[src/rtl/sweep_pkg.sv]
// sweep_pkg: shared types, mode encodings and default widths for the frequency sweep controller.
package sweep_pkg;
    localparam int DEF_FREQ_W  = 20;
    localparam int DEF_DWELL_W = 24;
    typedef enum logic [1:0] {IDLE, RUN, PAUSE} state_t;
    localparam logic [1:0] MODE_SINGLE   = 2'd0;
    localparam logic [1:0] MODE_REPEAT   = 2'd1;
    localparam logic [1:0] MODE_TRIANGLE = 2'd2;
endpackage

[src/rtl/dwell_timer.sv]
// dwell_timer: loadable down-counter that flags expiry when it reaches zero.
module dwell_timer #(
    parameter int W = 24
) (
    input  logic         clk,
    input  logic         rst_n,
    input  logic         load,
    input  logic         en,
    input  logic [W-1:0] value,
    output logic         expired
);
    logic [W-1:0] count_q, count_d;
    always_comb begin
        count_d = load ? value : (en && count_q != '0) ? count_q - 1'b1 : count_q;
    end
    always_ff @(posedge clk) begin
        if (!rst_n) count_q <= '0;
        else        count_q <= count_d;
    end
    assign expired = count_q == '0;
endmodule

[src/rtl/freq_sweep_ctrl.sv]
// freq_sweep_ctrl: stepped single/repeat/triangle frequency sweeps feeding the NCO freq_word,
// with pause and abort; forwards the static frequency while idle.
module freq_sweep_ctrl
    import sweep_pkg::*;
#(
    parameter int FREQ_W  = DEF_FREQ_W,
    parameter int DWELL_W = DEF_DWELL_W
) (
    input  logic               clk,
    input  logic               rst_n,
    input  logic               start,
    input  logic               abort,
    input  logic               pause,
    input  logic [FREQ_W-1:0]  cfg_start_freq,
    input  logic [FREQ_W-1:0]  cfg_stop_freq,
    input  logic [FREQ_W-1:0]  cfg_step,
    input  logic [DWELL_W-1:0] cfg_dwell,
    input  logic [1:0]         cfg_mode,
    input  logic [FREQ_W-1:0]  cfg_static_freq,
    output logic [FREQ_W-1:0]  freq_word,
    output logic               busy,
    output logic               dir,
    output logic               step_pulse,
    output logic               sweep_done
);
    state_t             state_q, state_d;
    logic [FREQ_W-1:0]  start_q, start_d, stop_q, stop_d, step_q, step_d;
    logic [DWELL_W-1:0] reload_q, reload_d;
    logic [1:0]         mode_q, mode_d;
    logic [FREQ_W-1:0]  freq_q, freq_d;
    logic               dir_q, dir_d, pulse_q, pulse_d, done_q, done_d;
    logic go, active, expired, adv, finish, tri_m, up0, at_end, dir_n;
    logic [FREQ_W-1:0]  tgt, tgt_n, stepped, dwell_val;
    logic [FREQ_W:0]    sum, diff;
    logic [DWELL_W-1:0] timer_val;

    assign go      = state_q == IDLE && start && !abort;
    // A PAUSE cycle with pause released counts like RUN, so a 5-cycle pause costs exactly 5 cycles.
    assign active  = state_q != IDLE && !abort && !pause;
    assign tri_m   = mode_q == MODE_TRIANGLE;
    assign up0     = stop_q >= start_q;
    assign tgt     = (tri_m && dir_q != up0) ? start_q : stop_q;
    assign at_end  = freq_q == tgt;
    assign finish  = active && expired && at_end && !tri_m && mode_q != MODE_REPEAT;
    assign adv     = active && expired && !finish;
    assign timer_val = go ? ((cfg_dwell == '0) ? '0 : cfg_dwell - 1'b1) : reload_q;

    dwell_timer #(.W(DWELL_W)) u_timer (
        .clk     (clk),
        .rst_n   (rst_n),
        .load    (go || adv),
        .en      (active),
        .value   (timer_val),
        .expired (expired)
    );

    always_ff @(posedge clk) begin
        if (!rst_n) begin
            state_q  <= IDLE;
            start_q  <= '0;
            stop_q   <= '0;
            step_q   <= '0;
            reload_q <= '0;
            mode_q   <= MODE_SINGLE;
            freq_q   <= '0;
            dir_q    <= 1'b0;
            pulse_q  <= 1'b0;
            done_q   <= 1'b0;
        end else begin
            state_q  <= state_d;
            start_q  <= start_d;
            stop_q   <= stop_d;
            step_q   <= step_d;
            reload_q <= reload_d;
            mode_q   <= mode_d;
            freq_q   <= freq_d;
            dir_q    <= dir_d;
            pulse_q  <= pulse_d;
            done_q   <= done_d;
        end
    end

    always_comb begin
        state_d = state_q;
        if (state_q == IDLE) state_d = go ? RUN : IDLE;
        else if (abort || finish) state_d = IDLE;
        else if (pause) state_d = PAUSE;
        else state_d = RUN;
    end

    always_comb begin
        dwell_val = '0;
        start_d  = go ? cfg_start_freq : start_q;
        stop_d   = go ? cfg_stop_freq : stop_q;
        step_d   = go ? ((cfg_step == '0) ? FREQ_W'(1) : cfg_step) : step_q;
        reload_d = go ? timer_val : reload_q;
        mode_d   = go ? cfg_mode : mode_q;
        // Triangle turns around at either endpoint, then heads for the opposite one.
        dir_n    = (tri_m && at_end) ? !dir_q : dir_q;
        tgt_n    = (tri_m && dir_n != up0) ? start_q : stop_q;
        sum      = {1'b0, freq_q} + {1'b0, step_q};
        diff     = {1'b0, freq_q} - {1'b0, step_q};
        stepped  = dir_n ? ((sum > {1'b0, tgt_n}) ? tgt_n : sum[FREQ_W-1:0])
                         : ((diff[FREQ_W] || diff[FREQ_W-1:0] < tgt_n) ? tgt_n : diff[FREQ_W-1:0]);
        freq_d   = (state_q == IDLE) ? (go ? cfg_start_freq : cfg_static_freq)
                 : (abort || finish) ? cfg_static_freq
                 : !adv ? freq_q
                 : (at_end && mode_q == MODE_REPEAT) ? start_q : stepped;
        dir_d    = go ? (cfg_stop_freq >= cfg_start_freq) : adv ? dir_n : dir_q;
        pulse_d  = go || adv;
        done_d   = finish;
    end

    assign freq_word  = freq_q;
    assign busy       = state_q != IDLE;
    assign dir        = dir_q;
    assign step_pulse = pulse_q;
    assign sweep_done = done_q;
endmodule

[config.mk]
export PLATFORM = sky130hd
export DESIGN_NAME = freq_sweep_ctrl
export DESIGN_NICKNAME = d
export VERILOG_FILES = /design/src/rtl/sweep_pkg.sv /design/src/rtl/dwell_timer.sv /design/src/rtl/freq_sweep_ctrl.sv
export SDC_FILE = /design/constraint.sdc
export NUM_CORES = 1
export LEC_CHECK = 0
export CORE_MARGIN = 3
export CORE_UTILIZATION = 40
export CTS_CLUSTER_DIAMETER = 60
export DETAILED_ROUTE_END_ITERATION = 8
export HOLD_SLACK_MARGIN = 0.08
export PLACE_DENSITY = 0.68
export SETUP_SLACK_MARGIN = 0.05
export SYNTH_ARGS = -nofsm -noshare
export SYNTH_HDL_FRONTEND = slang
export SYNTH_SLANG_ARGS = --single-unit
[constraint.sdc]
create_clock -name clk -period 12.3 [get_ports clk]
set_input_delay 2.46 -clock clk [delete_from_list [all_inputs] [get_ports clk]]
set_output_delay 2.46 -clock clk [all_outputs]
set_load 0.01 [all_outputs]
Word-level counts from Yosys, hierarchy flattened:

Index checks and enable logic that the tools add are counted.
Widths: inputs -> output; s select.

* bits in registers: 135
* output and inout bits: 24
* logic and storage cells: 78

* add/subtract/negate cells: 4
* $lt $le $gt $ge: 4
* equality and inequality tests: 6
* multiplexer cells: 22
* reduce and logical (&&, ||, !) cells: 31

Operators with widths (count)
* $mux 20: 11
* $mux 24: 4
* $logic_not 24->1: 2
* $sub 24x1->24 const B: 2
* $ge 20x20->1: 2
* $reduce_bool 24->1: 1
* $add 20x20->21: 1
* $gt 21x20->1: 1
* $sub 20x20->21: 1
* $eq 20x20->1: 1
* $logic_not 20->1: 1
* $lt 20x20->1: 1
* $logic_and 1x1->1: 14
* $mux 2: 3
* $reduce_bool 2->1: 3
* $logic_not 1->1: 5
* $mux 1: 4
* $logic_or 1x1->1: 3
* $reduce_bool 3->1: 1
* $eq 2x1->1 const B: 1
* $eq 2x2->1 const B: 1
* $logic_not 2->1: 1
* $ne 1x1->1: 2
* $ne 2x1->1 const B: 1

Longest topological paths before layout:

Gate-level depths: netlist of the first run.

* word-level depth: 18
* depth in mapped cells: 31
* mapped depth without buffers: 29

Hierarchy:

A second synthesis of the first run with hierarchy kept.

* cell total of the unflattened synthesis: 1543
* area total of the unflattened synthesis: 11574.9 um^2

By module, submodules not included
* freq_sweep_ctrl: times used 1, cells an instance 1374, area an instance 10197.3 um^2, seq. area each 2222.1 um^2
* dwell_timer: times used 1, cells an instance 169, area an instance 1377.6 um^2, seq. area each 480.5 um^2

Least setup slack after synthesis of the first run:

No wires, ideal clock.

* path kind: reg2reg
* start: register freq_q[0], in the netlist freq_word[0]
* end: register freq_q[2], in the netlist freq_word[2]
* setup time: 0.117 ns
* data arrival time: 5.263 ns
* setup slack: 6.921 ns
* cell stages (with the launch flop): 27
* buffers on the path: 0
* clock period less this slack: 5.379 ns
* cells stage by stage: dfxtp_1 -> inv_1 -> ha_1 -> inv_1 -> fa_1 -> a21o_1 -> a21oi_1 -> o21ai_0 -> a21oi_1 -> o21ai_0 -> a211oi_1 -> o21ai_0 -> nor2b_1 -> and2_1 -> o21ai_0 -> nand2b_1 -> xor2_1 -> ha_1 -> a21o_1 -> a21oi_1 -> nor2_1 -> nor4_1 -> nor2_1 -> a21oi_1 -> mux2_2 -> o21ai_0 -> nand2_1

* cells in the longest elaborated chain, start to end: 14
* elaborated cells on any way between the ends: 26
* those cells by class: add/sub (2); order compare (2); eq/ne (2); mux (9); reduce/logical (11)

Ends and longest elaborated chain
* start: declaration: RTL line freq_sweep_ctrl.sv:30 `logic [FREQ_W-1:0] freq_q, freq_d;`
* start signal: assignment: RTL line freq_sweep_ctrl.sv:76 `freq_q <= freq_d;`
* parallel branches: the longest is 14 deep, another holds $sub 20x20->21

Several ways; the timed one is not identified. The select of a mux whose other input is x is not followed.
A chain may end at the register's enable or synchronous reset.

Worst setup path in the final report of the first run:

* start: register start_q[19]
* end: register freq_q[19], in the netlist freq_word[19]

* cells in the longest elaborated chain, start to end: 18
* elaborated cells on any way between the ends: 28
* those cells by class: order compare (3); eq/ne (3); mux (10); reduce/logical (12)

Ends and longest elaborated chain
* start: declaration: RTL line freq_sweep_ctrl.sv:27 `logic [FREQ_W-1:0] start_q, start_d, stop_q, stop_d, step_q, step_d;`
* start signal: assignment: RTL line freq_sweep_ctrl.sv:71 `start_q <= start_d;`
* $ge 20x20->1: RTL line freq_sweep_ctrl.sv:41 `assign up0 = stop_q >= start_q;`
* $ne 1x1->1: RTL line freq_sweep_ctrl.sv:42 `assign tgt = (tri_m && dir_q != up0) ? start_q : stop_q;`
* $logic_and 1x1->1: RTL line freq_sweep_ctrl.sv:42
* $mux 20: RTL line freq_sweep_ctrl.sv:42
* $eq 20x20->1: RTL line freq_sweep_ctrl.sv:43 `assign at_end = freq_q == tgt;`
* $logic_and 1x1->1: RTL line freq_sweep_ctrl.sv:99 `dir_n = (tri_m && at_end) ? !dir_q : dir_q;`
* $mux 1: RTL line freq_sweep_ctrl.sv:99
* $ne 1x1->1: RTL line freq_sweep_ctrl.sv:100 `tgt_n = (tri_m && dir_n != up0) ? start_q : stop_q;`
* [... 2 more ...]
* $lt 20x20->1: RTL line freq_sweep_ctrl.sv:104 `: ((diff[FREQ_W] || diff[FREQ_W-1:0] < tgt_n) ? tgt_n : diff[FREQ_W-1:0]);`
* $logic_or 1x1->1: RTL line freq_sweep_ctrl.sv:104
* $mux 20: RTL line freq_sweep_ctrl.sv:104
* $mux 20: RTL line freq_sweep_ctrl.sv:103 `stepped = dir_n ? ((sum > {1'b0, tgt_n}) ? tgt_n : sum[FREQ_W-1:0])`
* $mux 20: RTL line freq_sweep_ctrl.sv:108 `: (at_end && mode_q == MODE_REPEAT) ? start_q : stepped;`
* $mux 20: RTL line freq_sweep_ctrl.sv:107 `: !adv ? freq_q`
* $mux 20: RTL line freq_sweep_ctrl.sv:106 `: (abort || finish) ? cfg_static_freq`
* $mux 20: RTL line freq_sweep_ctrl.sv:105 `freq_d = (state_q == IDLE) ? (go ? cfg_start_freq : cfg_static_freq)`

Several ways; a longest one is shown, not always the timed one. The select of a mux whose other input is x is not followed.

==> impl_metrics.ini, run 1 <==
[status]
outcome = complete, no violations

[logic_synthesis]
async_reset_ff_share_pct = 0
synthAdderAreaFrac_pct = 13.4
yosys.area.top_type = dfxtp_1
ys_seq_elements = 135
synth_area_um2 = 11200
synthSimpleGateAreaFrac_pct = 22.6
syn-instance-count = 1513
synth_compound_area_share_pct = 24.6
syn_area_per_cell_um2 = 7.37
synth_edf_count = 0
yosys_warnings = 0
synth_fp_nets = 1741
yosysSeqAreaShare_pct = 24.2
synthTopCellsByArea = dfxtp_1 (24%), ha_1 (13%), nand2_1 (7.8%), a21oi_1 (6.5%), xnor2_1 (4.9%)
synth_top_family_by_area = compound AO/OA/AOI/OAI gates
synth.top_cell.area_share_pct = 24.2
synth_flop_cell = dfxtp_1
synth_mux_area_share_pct = 1.13
ys_types = 72
synthXorXnorAreaFrac_pct = 8.24

[clock_tree]
cts-root-buf = clkbuf_16
path_clk_slew_ns = 0.07
clockBufferDepth = 2
cts.sink_count = 135
cts_buffers = 17
cts_tree = yes
htreeDepth = 4
post_cts_buffers = 0
cts_hold_buffers = 0
cts_resized = 0
clkLatencyLatePin_ns = 0.45

[place]
dpl.hpwl_mm = 28.7
gp_congestion = 0.994
placed_cell_area_um2 = 12800
place_ws_ns = 6.14
port_buffers = 134

[floorplan]
dieHeight_um = 173
die_w_um = 173
start_util_pct = 41.0
std_cell_rows = 60
coreArea_um2 = 27200
ios = 135
dieArea_um2 = 29900

[timing]
max_slew_margin_pct = 25.7
rsz0062_at_grt = false
fin_ws_ns = 5.89
final.setup.tns_ns = 0
finalHoldViolCount = 0
fin_worst_skew_ns = 0.0195
tightestPinTransition_ns = 1.11
final.period_utilization_pct = 52.1
report.final.slew_viol_count = 0
setup_viol = 0
period_needed_ns = 6.41
fmax_mhz = 156

[cells_and_area]
layout.nets = 1838
layout_commonest_cell = nand2_1
final_util_pct = 49.3
area_growth_pct = 20.0
drive_gt1_share_pct = 4.00
fin_area_um2 = 13400
antennaDiodeCount = 0
layout_common_cells = nand2_1 (233), a21oi_1 (144), dfxtp_1 (135), clkdlybuf4s50_1 (133), nor2_1 (119)

[route]
routed_via_density = 5.63
drc = 0
first_iter_violations = 925
route.detailed.wl_per_inst_um = 18.5
first_pass_iters = 6
num_vias = 11200
ant_nets = 0
routed_wl_mm = 37.0

[setup_path]
reg2reg_from = start_q[19]
endpoint_kind = register
cp_data_arrival_time_ns = 6.78
reg2reg_depth = 27
crit_required_ns = 12.67
rrSetupSlack_ns = 5.89
r2r-end = freq_word[19]
start_kind = register
cp_max_fo = 37
worstSetupPathType = reg -> reg

[pwr]
p_leak_uw = 0.00538
power_density_nw_per_um2 = 130
ir_drop_mv = 0.108

[grt]
grt_pass1_vias = 10700
grt_antenna_before_repair = 1
grt_pass1_wl_mm = 58.1
grt_usage_pct = 24.0
grt_max_degree = 85
grt_overflow = 0

[min_path]
worstHoldStart = mode_q[0]
worstHoldPathType = reg -> reg
hold-path-endpoint = mode_q[0]
hold_depth = 2

[run]
drv_cap = 0
## registers in the layout, indices dropped and copies added, names as in the netlist
name,count
stop_q,20
mode_q,2
freq_word,20
reload_q,24
state_q,2
start_q,20
step_pulse,1
sweep_done,1
u_timer.count_q,24
dir,1
step_q,20
## final cells by class
cell class                 instances  area [µm²]
clock inverter                    15         174
inverter                          98         368
fill                            2709       13800
multi-input combinational       1214        7840
sequential                       135        2700
timing repair buffer             144        1410
clock buffer                      17         425
tap                              372         465
## worst max-delay path, stage by stage (launching register included)
cell      delay, ns
dfxtp_1        0.39
inv_1          0.09
ha_1           0.33
nand4_1        0.21
nor3_1         0.24
a22oi_1        0.09
o211ai_1       0.11
xor2_1         0.30
mux2i_1        0.17
nand2_1        0.13
buf_4          0.38
nand2_1        0.09
o21ai_0        0.20
inv_1          0.13
ha_1           0.32
nor2b_1        0.13
o21a_1         0.12
o21a_1         0.10
o21ai_0        0.07
nand2b_1       0.09
a21oi_1        0.07
maj3_2         0.31
o311a_1        0.33
a211oi_4       0.87
nor2_2         0.23
a211o_1        0.41
or2_0          0.26
a31oi_1        0.16
## power breakdown
group	internal, µW	switching, µW
clock	291	248
combinational	284	405
sequential	464	42.3
## layer usage
| layer | wire, µm | GRT usage (%) | part of all wire [%] | vias to the layer above |
|---|---|---|---|---|
| met2 | 17400 | 40.7 | 47 | 403 |
| met5 | 8 | 0 | 0.022 | - |
| met3 | 2270 | 4.66 | 6.1 | 90 |
| li1 | - | - | - | 5517 |
| met1 | 15700 | 29.5 | 43 | 5213 |
| met4 | 1590 | 10.8 | 4.3 | 2 |
## kinds of logic after synthesis
kind of cell             after synthesis
AO/OA/AOI/OAI                        431
multiplexers                          11
AND/OR/NAND/NOR                      548
flip-flops                           135
buffers and inverters                164
adder cells (fa/ha/maj)              119
XOR/XNOR                             105
## synth_stat cells (all sizes together) (11+ instances only)
cell type / count
nand2b: 21
and2: 18
a21o: 25
o211ai: 16
nor2: 121
nand4: 14
o22ai: 19
nor3: 46
a22oi: 13
inv: 97
o21ai: 75
clkbuf: 49
dfxtp: 135
nand2: 233
xor2: 43
xnor2: 62
o21a: 11
a21oi: 145
a21boi: 47
nand3: 15
buf: 17
ha: 115
nor2b: 15
nor4: 22
## metrics by stage
stage	hold WS [ns]	std cells	total power, µW
2_1_floorplan	0.445	1513	969
3_3_place_gp	0.454	1963	1180
3_5_place_dp	0.458	1963	1190
4_1_cts	0.468	1995	1730
5_1_grt	0.501	1995	1830
6_report	0.467	1995	1740
## worst max-delay path by stage
stage,from,endpoint,slack [ns],cells past startpoint
global route,start_q[5],freq_word[0],5.36,27
detailed placement,start_q[15],freq_word[19],6.14,27
floorplan,freq_word[0],freq_word[2],6.92,26
finish,start_q[19],freq_word[19],5.89,27
global placement,start_q[19],freq_word[19],6.34,27
CTS,start_q[19],freq_word[19],6.08,27
Note: power is estimated with default switching activity, not from simulation.
==> run 2: changes to the inputs <==
==> constraint.sdc (replaced) <==
create_clock -name clk -period 6.6 [get_ports clk]
set_input_delay 1.32 -clock clk [delete_from_list [all_inputs] [get_ports clk]]
set_output_delay 1.32 -clock clk [all_outputs]
set_load 0.01 [all_outputs]
==> run 2 against run 1 <==
  * Critical path depth is 2 lower
  * Global-route usage is 0.20 points higher
  * Critical path type unchanged
  * Register-to-register slack got worse by 5.4 ns
  * Clock-buffer cell count is 2 higher
  * Non-clock buffer count rose by 6
  * Die area unchanged
  * Worst hold slack better by 0.0017 ns
  * Via count decreased by 0.18%
==> impl_metrics.ini, run 2 (synthesis results as in run 1) <==
[setup_path]
path_buf_inv = 2
start_kind = register
cpMostUsedCell = o21ai_0
cp_slowest_cell = nor4_1
worst_path_dominant_cell_family = compound AO/OA/AOI/OAI gates
worstSetupPathType = reg -> reg
endpoint_kind = register
cp_max_fo = 7
cp_data_arrival_time_ns = 6.47
crit_required_ns = 6.96
cpPeakStageDelay_ns = 0.69

[grt]
grt_usage_pct = 24.2
grt_pass1_wl_mm = 58.4
grt_overflow = 0
grt_max_degree = 88
grt_antenna_before_repair = 1
grt_pass1_vias = 10700

[clock_tree]
cts_tree = yes
cts.sink_count = 135
clockBufferDepth = 2
clkLatencyLatePin_ns = 0.44
htreeDepth = 4
cts-root-buf = clkbuf_16
cts_buffers = 17
path_clk_slew_ns = 0.07

[timing]
fmax_mhz = 164
fin_worst_skew_ns = 0.0112
max_slew_margin_pct = 25.3
fin_ws_ns = 0.495
tightestPinTransition_ns = 1.11
setup_viol = 0
rsz0062_at_grt = false
final.setup.tns_ns = 0
report.final.slew_viol_count = 0
final.period_utilization_pct = 92.5
period_needed_ns = 6.11
finalHoldViolCount = 0

[pwr]
p_sw_uw = 1260
p_seq_share_pct = 29.2
netSwitchingFraction_pct = 39.2
comb_power_share_pct = 40.4
power_density_nw_per_um2 = 239
internal-power_uw = 1950
ir_drop_mv = 0.123
p_leak_uw = 0.00542
clockPowerShare_pct = 30.4

[route]
ant_nets = 0
first_pass_iters = 7
routed_via_density = 5.60
drc = 0
routed_wl_mm = 37.4
first_iter_violations = 979
num_vias = 11200
route.detailed.wl_per_inst_um = 18.7

[cells_and_area]
area_growth_pct = 20.4
layout.nets = 1844
layout_commonest_cell = nand2_1
drive_gt1_share_pct = 4.48
reg.largest.list = reload_q: 24 flops, u_timer.count_q: 24 flops
layout_common_cells = nand2_1 (232), a21oi_1 (143), dfxtp_1 (135), clkdlybuf4s50_1 (133), nor2_1 (119)
antennaDiodeCount = 0

[status]
outcome = complete, no violations

[floorplan]
coreArea_um2 = 27200
dieArea_um2 = 29900
std_cell_rows = 60
die_w_um = 173
start_util_pct = 41.0
ios = 135
dieHeight_um = 173

[place]
dpl.hpwl_mm = 29.1
port_buffers = 134
place_ws_ns = 0.650
gp_congestion = 0.959

[min_path]
worstHoldPathType = reg -> reg

[run]
drv_cap = 0
## run 2: metrics by stage
step                      cells  total power (µW)  area [µm²]  util (%)  hold WS (ns)
after floorplan            1513              1810       11200         -         0.445
after global placement     1969              2210       12800      47.2         0.454
after detailed placement   1969              2220       12800      47.2         0.462
after CTS                  2001              3200       13400      49.4         0.471
after global routing       2001              3390       13400      49.4         0.504
final                      2001              3210       13400      49.4         0.469
## run 2: final timing paths
kind / start / to / slack (ns) / cells after the start
min: mode_q[0] / mode_q[0] / 0.47 / 2
max: step_q[0] / freq_word[19] / 0.49 / 25
max reg2reg: step_q[0] / freq_word[19] / 0.49 / 25
min reg2reg: mode_q[0] / mode_q[0] / 0.47 / 2
## run 2: power groups by stage
stage / combinational, µW / clock [µW] / sequential [µW]
after detailed placement: 1260 / 0 / 956
after global routing: 1430 / 1020 / 944
after CTS: 1270 / 988 / 937
final: 1300 / 976 / 938
after global placement: 1260 / 0 / 954
after floorplan: 868 / 0 / 938
## run 2: area by class of cell
| type | count | area [µm²] |
|---|---|---|
| sequential | 135 | 2700 |
| clock buffer | 19 | 453 |
| inverter | 98 | 368 |
| timing repair buffer | 150 | 1460 |
| clock inverter | 13 | 135 |
| multi-input combinational | 1214 | 7850 |
| fill | 2732 | 13700 |
| tap | 372 | 465 |
## run 2: repair_timing
item / 4_1_cts / 5_1_grt
setup endpoints to repair: 0 / 7
endpoints found under the hold margin: 0 / 0
setup buffers: 0 / 0
gates resized for setup: 0 / 4
hold buffers: 0 / 0
## run 2: worst reg2reg max path: cells and delay by family, from the launching register on
kind            cells  cell delay [ns]
compound gates     12             2.62
buf+inv             2             0.36
xor+xnor            1             0.23
flops               1             0.39
simple gates        7             1.54
fa+ha+maj           3             0.91
## run 2: metal layers
metal  part of all wire [%]  track usage, %
met3                    5.1            3.62
met4                    3.4            8.55
met1                     43            30.8
met5                  0.035               0
met2                     48            41.7
==> run 3: changes to the inputs <==
==> constraint.sdc (replaced) <==
create_clock -name clk -period 7.3 [get_ports clk]
set_input_delay 1.46 -clock clk [delete_from_list [all_inputs] [get_ports clk]]
set_output_delay 1.46 -clock clk [all_outputs]
set_load 0.01 [all_outputs]
==> run 3 against run 2 <==
  * First-iteration DRC count down 12%
  * Power down 8.1%
  * Combinational power down 11%
  * Register-to-register slack better by 0.33 ns
  * Clock-buffer cell count down 2
  * Largest cell class unchanged
  * Critical path depth up 3
  * Critical endpoint is now freq_word[6]
  * Non-clock buffer count down 4
  * Clock skew up 0.0018 ns
  * Worst hold slack better by 0.0064 ns
  * Sequential power down 9.1%
  * Sequential share of layout area about the same
  * Largest power group unchanged
  * Flip-flop and latch count unchanged
==> impl_metrics.ini, run 3 (synthesis results as in run 1) <==
[place]
port_buffers = 134
dpl.hpwl_mm = 29.0
gp_congestion = 1.00

[grt]
grt_usage_pct = 24.0
grt_antenna_before_repair = 1
grt_overflow = 0
grt_pass1_vias = 10700
grt_pass1_wl_mm = 58.3
grt_max_degree = 75

[setup_path]
cp_data_arrival_time_ns = 6.80
worstSetupPathType = reg -> reg
crit_required_ns = 7.62
endpoint_kind = register
start_kind = register
reg2reg_depth = 28
cp_max_fo = 25
cpPeakStageDelay_ns = 0.50
cp_slowest_cell = nand2_1

[clock_tree]
cts_resized = 0
cts-root-buf = clkbuf_16
cts_buffers = 17
htreeDepth = 4
cts_tree = yes
clkLatencyLatePin_ns = 0.44
clockBufferDepth = 2
cts.sink_count = 135
post_cts_buffers = 0
cts_hold_buffers = 0
path_clk_slew_ns = 0.08

[pwr]
ir_drop_mv = 0.129
power.total_uw = 2950
p_leak_uw = 0.00542
power_density_nw_per_um2 = 220

[cells_and_area]
drive_gt1_share_pct = 4.06
area_growth_pct = 20.4
reg.largest.list = reload_q: 24 flops, u_timer.count_q: 24 flops
layout_common_cells = nand2_1 (233), a21oi_1 (144), dfxtp_1 (135), clkdlybuf4s50_1 (133), nor2_1 (119)
layout.nets = 1840
layout_commonest_cell = nand2_1
fillers = 2765

[min_path]
hold_depth = 2
worstHoldPathType = reg -> reg

[floorplan]
dieHeight_um = 173
coreArea_um2 = 27200
ios = 135
die_w_um = 173
dieArea_um2 = 29900
start_util_pct = 41.0
std_cell_rows = 60

[timing]
report.final.slew_viol_count = 0
fmax_mhz = 154
finalHoldViolCount = 0
setup_viol = 0
period_needed_ns = 6.48
final.period_utilization_pct = 88.7
tightestPinTransition_ns = 1.10
final.setup.tns_ns = 0
max_slew_margin_pct = 26.0
rsz0062_at_grt = false
holdWs_ns = 0.475
fin_worst_skew_ns = 0.0130

[status]
outcome = complete, no violations

[route]
drc = 0
routed_via_density = 5.59
first_pass_iters = 7
wl_met1_mm = 15.9
highest_layer = met5
routed_wl_mm = 37.0
num_vias = 11200
first_iter_violations = 863
wl_met2_mm = 17.9
dr_wl_met3_mm = 2.08
ant_nets = 0
route.detailed.wl_per_inst_um = 18.5

[run]
drv_cap = 0
-- run 3: power by group --
part / internal (µW) / switching (µW)
logic: 481 / 676
registers: 782 / 71.0
clock network: 527 / 414
total: 1790 / 1160
-- run 3: layout make-up --
cell class	instances	area (µm²)	share of cell area [%]
clock inverters	15	201	1.50
well taps	372	465	3.47
multi-input cells	1214	7830	58.4
flip-flops and latches	135	2700	20.1
repair buffers	146	1430	10.6
clock buffers	17	425	3.17
diodes	1	2.50	0.0186
inverters	98	368	2.74
-- run 3: path summary, 6_finish.rpt --
path / from / endpoint / slack, ns
max: stop_q[0] / freq_word[6] / 0.82
min: mode_q[0] / mode_q[0] / 0.48
max reg2reg: stop_q[0] / freq_word[6] / 0.82
min reg2reg: mode_q[0] / mode_q[0] / 0.48
-- run 3: routing by layer --
| layer | vias to the layer above | global-route usage (%) |
|---|---|---|
| met5 | - | 0 |
| met4 | 2 | 8.68 |
| met3 | 67 | 3.73 |
| met2 | 381 | 41.5 |
| met1 | 5211 | 30.2 |
| li1 | 5511 | - |
-- run 3: critical path: cells and delay by family, from the launching register on --
kind | cells | cell delay [ns]
and+or+nand+nor | 6 | 1.24
buffers and inverters | 4 | 0.90
muxes | 1 | 0.32
adders and majority gates | 3 | 0.72
xor gates and xnor gates | 1 | 0.27
AOI/OAI and AO/OA | 13 | 2.47
DFF | 1 | 0.41
-- run 3: through the flow --
stage | util, % | cells | worst slack (ns) | instance area [µm²]
3_3_place_gp | 47.1 | 1965 | 1.13 | 12800
5_1_grt | 49.4 | 1997 | 0.372 | 13400
6_report | 49.4 | 1998 | 0.824 | 13400
3_5_place_dp | 47.1 | 1965 | 1.05 | 12800
2_1_floorplan | - | 1513 | 1.92 | 11200
4_1_cts | 49.4 | 1997 | 1.02 | 13400
